File: src/rtl/serial_subtractor_pkg.sv
// Shared types and elaboration helpers for the serial subtractor.
// Holds the FSM state encoding, counter sizing and the WIDTH/BPC legality check.
// Optional build macro used by the top: SERIAL_SUBTRACTOR_CLAMP_EN (unsigned saturation).
package serial_subtractor_pkg;

    typedef enum logic [1:0] {
        IDLE = 2'd0,
        RUN  = 2'd1,
        DONE = 2'd2
    } state_t;

    // Bits needed to count 0..n-1 chunks, never less than one bit.
    function automatic int cnt_width(input int n);
        int w;
        w = 1;
        while ((1 << w) < n) begin
            w = w + 1;
        end
        return w;
    endfunction

    // The operand must split into an integral number of BPC-bit chunks.
    function automatic bit chunk_legal(input int width, input int bpc);
        return (bpc > 0) && (width > 0) && (bpc <= width) && ((width % bpc) == 0);
    endfunction

endpackage

File: src/rtl/full_subtractor.sv
// One-bit full-subtractor cell: d = x - y - bin, bout is the borrow to the next bit.
// Purely combinational, zero latency.
// No handshake; the enclosing chain decides when results are captured.
module full_subtractor (
    input  logic x,
    input  logic y,
    input  logic bin,
    output logic d,
    output logic bout
);

    assign d    = x ^ y ^ bin;
    assign bout = (~x & y) | (~(x ^ y) & bin);

endmodule

File: src/rtl/serial_subtractor.sv
// Multi-cycle unsigned subtractor: diff = a - b, BPC bits per clock, LSB first, borrow_out = (a < b).
// Latency: busy for NCHUNK cycles after the accepted start, then a one-cycle done pulse.
// Backpressure: start is ignored while busy; accepted in IDLE or DONE (back-to-back in DONE).
// Build option: define SERIAL_SUBTRACTOR_CLAMP_EN to saturate diff at 0 when the result borrows.
module serial_subtractor
    import serial_subtractor_pkg::*;
#(
    parameter int WIDTH = 8,
    parameter int BPC   = 1
) (
    input  logic             clk,
    input  logic             rst,
    input  logic             start,
    input  logic [WIDTH-1:0] a,
    input  logic [WIDTH-1:0] b,
    output logic             busy,
    output logic             done,
    output logic [WIDTH-1:0] diff,
    output logic             borrow_out
);

    localparam int NCHUNK = WIDTH / BPC;
    localparam int CW     = cnt_width(NCHUNK);
    localparam logic [CW-1:0] LAST_CNT = CW'(NCHUNK - 1);

    generate
        if (!chunk_legal(WIDTH, BPC)) begin : g_bad_params
            $error("serial_subtractor: WIDTH must be a positive multiple of BPC");
        end
    endgenerate

    state_t           state;
    state_t           nxt_state;
    logic             load_op;
    logic             finish_op;

    logic [WIDTH-1:0] sa;
    logic [WIDTH-1:0] sb;
    logic [WIDTH-1:0] res_sr;
    logic             borrow_q;
    logic [CW-1:0]    cnt;

    logic [BPC-1:0]   chunk_d;
    logic [BPC:0]     bchain;
    logic [WIDTH-1:0] res_next;

    // Borrow ripples through the chunk from the registered borrow of the previous chunk.
    assign bchain[0] = borrow_q;

    genvar gi;
    generate
        for (gi = 0; gi < BPC; gi++) begin : g_cell
            full_subtractor u_fs (
                .x    (sa[gi]),
                .y    (sb[gi]),
                .bin  (bchain[gi]),
                .d    (chunk_d[gi]),
                .bout (bchain[gi+1])
            );
        end
    endgenerate

    // New chunk enters from the MSB side so that after NCHUNK shifts chunk 0 sits at the LSBs.
    assign res_next = (res_sr >> BPC) | (WIDTH'(chunk_d) << (WIDTH - BPC));

    // State register.
    always_ff @(posedge clk) begin
        if (rst) begin
            state <= IDLE;
        end else begin
            state <= nxt_state;
        end
    end

    // Next-state decode and status outputs; busy/done depend on registered state only.
    always_comb begin
        nxt_state = state;
        busy      = 1'b0;
        done      = 1'b0;
        load_op   = 1'b0;
        finish_op = 1'b0;
        case (state)
            IDLE: begin
                if (start) begin
                    load_op   = 1'b1;
                    nxt_state = RUN;
                end
            end
            RUN: begin
                busy = 1'b1;
                if (cnt == LAST_CNT) begin
                    finish_op = 1'b1;
                    nxt_state = DONE;
                end
            end
            DONE: begin
                done = 1'b1;
                if (start) begin
                    load_op   = 1'b1;
                    nxt_state = RUN;
                end else begin
                    nxt_state = IDLE;
                end
            end
            default: begin
                nxt_state = IDLE;
            end
        endcase
    end

    // Operand shifters, chunk counter and running borrow.
    always_ff @(posedge clk) begin
        if (rst) begin
            sa       <= '0;
            sb       <= '0;
            res_sr   <= '0;
            borrow_q <= 1'b0;
            cnt      <= '0;
        end else if (load_op) begin
            sa       <= a;
            sb       <= b;
            borrow_q <= 1'b0;
            cnt      <= '0;
        end else if (state == RUN) begin
            sa       <= sa >> BPC;
            sb       <= sb >> BPC;
            res_sr   <= res_next;
            borrow_q <= bchain[BPC];
            cnt      <= cnt + 1'b1;
        end
    end

    // Result registers only move at completion, so they hold between operations.
    always_ff @(posedge clk) begin
        if (rst) begin
            diff       <= '0;
            borrow_out <= 1'b0;
        end else if (finish_op) begin
            borrow_out <= bchain[BPC];
`ifdef SERIAL_SUBTRACTOR_CLAMP_EN
            diff       <= bchain[BPC] ? '0 : res_next;
`else
            diff       <= res_next;
`endif
        end
    end

endmodule

File: config.mk
export PLATFORM = sky130hd
export DESIGN_NAME = serial_subtractor
export DESIGN_NICKNAME = d
export VERILOG_FILES = /design/src/rtl/serial_subtractor_pkg.sv /design/src/rtl/full_subtractor.sv /design/src/rtl/serial_subtractor.sv
export SDC_FILE = /design/constraint.sdc
export NUM_CORES = 1
export LEC_CHECK = 0
export ABC_AREA = 0
export BUFFER_PORTS_ARGS = -buffer_cell sky130_fd_sc_hd__buf_2
export CORE_UTILIZATION = 25
export DETAILED_ROUTE_END_ITERATION = 8
export HOLD_SLACK_MARGIN = 0.15
export PLACE_DENSITY_LB_ADDON = 0.2
export SYNTH_ARGS = -nofsm -noshare
export SYNTH_HDL_FRONTEND = slang
export SYNTH_SLANG_ARGS = --single-unit
export TNS_END_PERCENT = 1
File: constraint.sdc
create_clock -name clk -period 1.8 [get_ports clk]
set_clock_uncertainty 0.1 [all_clocks]
set_input_delay 0.09 -clock clk [delete_from_list [all_inputs] [get_ports clk]]
set_output_delay 0.09 -clock clk [all_outputs]
set_load 0.02 [all_outputs]
-- Word level (Yosys, flattened, before mapping)
Cells that the tools add are included.
- add/subtract/negate cells: 1
- eq/ne operators: 5
- muxes and demuxes: 14
- bitwise operators: 9
- reduce and logical (&&, ||, !) cells: 6
- operators with widths (operator ; count):
    $mux W8 ; 4
    $or A7 B8 Y8 ; 1
    $mux W1 ; 7
    $pmux W2 S3 ; 1
    $mux W2 ; 2
    $ne A2 B2 Y1 const B ; 2
    $reduce_and A2 Y1 ; 2
    $reduce_or A2 Y1 ; 2
    $add A3 B1 Y3 const B ; 1
    $eq A3 B3 Y1 const B ; 1
    $not A1 Y1 ; 3
    $and A1 B1 Y1 ; 2
    $eq A2 B1 Y1 const B ; 1
    $eq A2 B2 Y1 const B ; 1
    $logic_not A2 Y1 ; 1
    $reduce_bool A2 Y1 ; 1
    $xor A1 B1 Y1 ; 2
    $or A1 B1 Y1 ; 1
- bits in registers: 39
- bits of input ports: 19
- output and inout port bits: 11

-- Depth between registers and ports, before layout
- depth after elaboration: 5
- gate-level depth with buffers: 7

-- By module
Synthesis repeated with hierarchy kept, for this count alone.
- cells, all modules: 176
- area total of the unflattened synthesis: 1549.0 µm²
- modules (own cells, without submodules) (module ; times used ; cells each ; area each (µm²) ; seq. area each (µm²)):
    serial_subtractor ; 1 ; 172 ; 1517.7 ; 760.7
    full_subtractor ; 1 ; 4 ; 31.3 ; 0.0

-- Worst setup path after synthesis
No wires, ideal clock.
- path kind: reg-to-reg
- start point: register sb[0]
- end point: register borrow_q
- data arrival time: 1.075 ns
- setup slack: 0.521 ns
- cell stages (with the launch flop): 4
- period minus slack after synthesis: 1.279 ns
- path through: dfxtp_1 inv_1 fa_1 a2111oi_2
- word-level cells in the longest chain between the ends: 4
- elaborated cells on any way between the ends: 5
- those cells by class: bitwise (5)
- RTL lines (element ; line ; RTL):
    start: declaration ; serial_subtractor.sv:38 ; logic [WIDTH-1:0] sb;
    start signal: assignment ; serial_subtractor.sv:126 ; sb <= sb >> BPC;
    $xor A1 B1 Y1 ; full_subtractor.sv:13 ; assign bout = (~x & y) | (~(x ^ y) & bin);
    $not A1 Y1 ; full_subtractor.sv:13 ;
    $and A1 B1 Y1 ; full_subtractor.sv:13 ;
    $or A1 B1 Y1 * ; full_subtractor.sv:13 ;
    end signal: assignment ; serial_subtractor.sv:128 ; borrow_q <= bchain[BPC];
    end: declaration ; serial_subtractor.sv:40 ; logic borrow_q;
Mark *: on every way between the ends. The rest lies on a longest branch, timed or not.
A chain may end at the register's enable or synchronous reset.

-- Worst setup path in the final report
- start point: input start
- end point: register sa[7]
- word-level cells in the longest chain between the ends: 3
- elaborated cells on any way between the ends: 4
- those cells by class: mux (3); reduce/logical (1)
- RTL lines (element ; line ; RTL):
    start: declaration ; serial_subtractor.sv:13 ; input logic start,
    $mux W1 * ; serial_subtractor.sv:84, serial_subtractor.sv:98 ;
    $mux W1 * ; n/a ;
    $mux W8 / $reduce_bool A2 Y1 (equally long branches) ; n/a ;
    end signal: assignment ; serial_subtractor.sv:125 ; sa <= sa >> BPC;
    end: declaration ; serial_subtractor.sv:37 ; logic [WIDTH-1:0] sa;
Marks and branches as above.

==> metrics.md <==
| Metric | Value |
|---|---|
| Post-place setup slack | approximately 0.35 ns |
| Mapped cell area | 1538 µm² |
| P_int | 1.300 mW |
| TNS Setup | 0 ns |
| Maxcap violations | 0 |
| Seq cells post-synth | 38 |
| Pwr per Cell Area | about 850 nW/µm² |
| Mapped Nets | just under 200 |
| Hold_sp | diff[6] |
| Site row count | 28 |
| # DRC | 0 |
| All-Layer GR Usage | 11.46% |
| Post-detail-place hpwl | between 2 and 2.5 mm |
| CTS root buf | clkbuf_8 |
| Clk pwr share | 34.7% |
| Vias in the first global route | ~1200 |
| Arrival time at the worst endpoint | 1.83 ns |
| Via count | approximately 1300 |
| Rel. slew slack | roughly 73% |
| Crit path time final | 1.763 ns |
| Combinational share of power | 13.4% |
| Initial Util | 25.97% |
| Vias per inst | approximately 4.5 |
| RSZ-0062 raised after global routing | false |
| Worst Max-Slew Pin Slew | 0.4074 ns |
| Post-CTS setup buffer count | 0 |
| Net Sw Frac | around 25% |
| IO Port Bufs | 29 |
| Slew Viols, Final | 0 |
| Cells along the critical path | dlygate4sd3_1 > buf_2 > nor2b_4 > buf_6 > mux2i_1 > nor3_1 > dlygate4sd3_1 |
| Share of cells above drive strength 1 | 20.72% |
| DRT iter0 DRCs | 106 |
| Area Overhead vs Synth | 32.55% |
| Sequential share of the synthesized area | 49.47% |
| Maximum clock path buffer count | 2 |
| Num CTS Buffers | 5 |
| Worst R2R Setup Slack | approximately 0.06 ns |
| Worst r2r src | state[0] |
| Ports | 30 |
| Core area | 5921 µm² |
| Global-route wire length before repair | 5.547 mm |
| Die Y | 80.43 µm |
| Drt pass-1 iters | 4 |
| Hold Path Cell Cnt | 2 |
| CTS Sinks | 38 |
| DIE AREA | 6468 µm² |
| Leakage power | 0.7908 nW |
| Fmax | 567.3 MHz |
| Seq pwr share | 51.9% |
| Final Wtd Congestion | 0.6518 |
| Largest net degree at the start of global routing | 39 |
| Worst path most repeated cell | dlygate4sd3_1 |
| Critical path's slowest cell | dlygate4sd3_1 |
| Nets@finish | about 240 |
| Final Worst Setup Slack | 0.03717 ns |
| WL/cell | 11.57 µm |
| Drt total wl | 3.437 mm |
| Startpoint class of the critical path | input port |
| Worst Setup End Kind | register |
| N_diodes | 0 |
| CTS tree | built |
| Fin crit share | 97.93% |
| Final instance area | 2038 µm² |
| Worst-case reg-to-reg path depth | 4 |
| Outcome | finished, final reports clean |
| Die width | approximately 80 µm |
| Placed Area | 1729 µm² |
| Mapped Avg Cell Area | 8.838 µm² |
| Antenna violations before repair | 0 |
| H-Tree Depth | 2 |
| Filler Cell Count | 631 |
| Synth cell types | 25 |
| Max rail drop VDD | 271.8 µV |
| Clock Latency Late Sink | 0.29 ns |
| Switching pwr | 437.7 µW |
| Syn Inst Count | 174 |
| Worst Hold Endpoint | diff[6] |
| DRT antenna net count | 0 |
| Worst setup startpoint | start |
| CP Data Required Time | 1.87 ns |
| Final setup fails | 0 |
| Yosys warns | 0 |
| Total global routing overflow | 0 |
| CP Max Fanout | 7 |
| Critical path class | input port to register |
| Hold Vio Cnt, Final | 0 |
| Worst hold path class | register to register |
| Clock slew at reported path FFs | 0.07 ns |
| FF-to-FF End | sa[7] |
| Crit-path max cell delay | about 0.57 ns |
## power by group through the flow
stage	combinational (mW)	sequential [mW]	clock, mW
2_1_floorplan	0.157	0.916	0
5_1_grt	0.259	0.907	0.678
3_3_place_gp	0.198	0.921	0
3_5_place_dp	0.198	0.920	0
6_report	0.233	0.902	0.602
4_1_cts	0.232	0.901	0.641
## per-layer routing
metal	wire (µm)	vias to the layer above	part of all wire, %	global-route usage (%)
met5	0	-	0	0
met4	70	0	2.0	5.893
met3	120	5	3.5	2.386
met2	1508	24	44	17.71
met1	1739	620	51	14.89
li1	-	694	-	-
## stage by stage
stage	power [mW]	hold WS [ns]	instances	util (%)
finish	1.738	0.3517	297	34.43
CTS	1.774	0.3564	297	34.13
floorplan	1.073	0.1708	174	-
global route	1.843	0.3732	297	34.43
global placement	1.119	0.2859	269	29.21
detailed placement	1.119	0.2825	269	29.21
## kinds of logic after synthesis
kind of cell / share of synthesized area [%]
and+or+nand+nor: 20.83
DFF: 49.47
AOI/OAI and AO/OA: 15.87
buffers and inverters: 7.730
muxes: 2.604
adders and majority gates: 2.929
xor gates and xnor gates: 0.5697
## Yosys cell counts
cell type,n,share of area [%]
dfxtp_1,38,49
nand2_1,36,8.8
a21oi_1,18,5.9
nor3_1,13,4.2
nand3_1,10,3.3
nor2_1,10,2.4
a311oi_1,8,4.6
buf_2,6,2.0
buf_6,5,3.7
o22ai_1,5,2.0
mux2i_1,4,2.6
clkbuf_1,3,0.73
a22oi_1,2,0.98
ha_1,2,1.6
inv_1,2,0.49
nand2b_1,2,0.81
nor2b_1,2,0.81
a2111oi_2,1,0.98
a311oi_2,1,0.98
buf_4,1,0.49
fa_1,1,1.3
inv_4,1,0.41
nand3b_1,1,0.49
o21a_1,1,0.49
xnor2_1,1,0.57
## how the worst max path moves through the flow
stage,to,cells after the start
floorplan,borrow_q,3
global placement,diff[2],5
detailed placement,diff[4],5
CTS,sa[7],7
global route,sb[7],7
finish,sa[7],7
## state kept, by name, indices dropped and copies added, names as in the netlist
| name | cells |
|---|---|
| cnt | 3 |
| sb | 8 |
| sa | 8 |
| state | 2 |
| borrow_out | 1 |
| diff | 8 |
| res_sr | 7 |
| borrow_q | 1 |
## worst max-delay path: cells and delay by family
kind | cells | cell delay, ns
multiplexers | 1 | 0.18
buffers and inverters | 4 | 1.35
AND/OR/NAND/NOR | 2 | 0.21
## area by class of cell
class                           count  area (µm²)  share of cell area [%]
Tap cell                           75       93.84                   4.604
Inverter                            3       16.27                  0.7980
Multi-Input combinational cell    118       665.6                   32.66
Sequential cell                    38       760.7                   37.32
Timing Repair Buffer               55       410.4                   20.14
Clock inverter                      1       5.005                  0.2455
Clock buffer                        7       86.33                   4.236
## placed cells by master (no fill, tap or decap), drive strengths merged
cell / instances
a311oi: 9
nor2: 10
ha: 2
clkinv: 1
a2111oi: 1
a21oi: 18
o22ai: 5
nor3: 13
xnor2: 1
clkbuf: 7
a22oi: 2
o21a: 1
dlygate4sd3: 20
inv: 3
buf: 35
nand2b: 2
mux2i: 4
nand3b: 1
nand3: 10
nand2: 36
dfxtp: 38
fa: 1
nor2b: 2
## what timing repair did
item                                   4_1_cts  5_1_grt
gates resized for setup                      0        5
hold buffers                                20        0
setup endpoints to repair                    0        2
endpoints found under the hold margin       38        0
(Power assumes the default switching activity.)
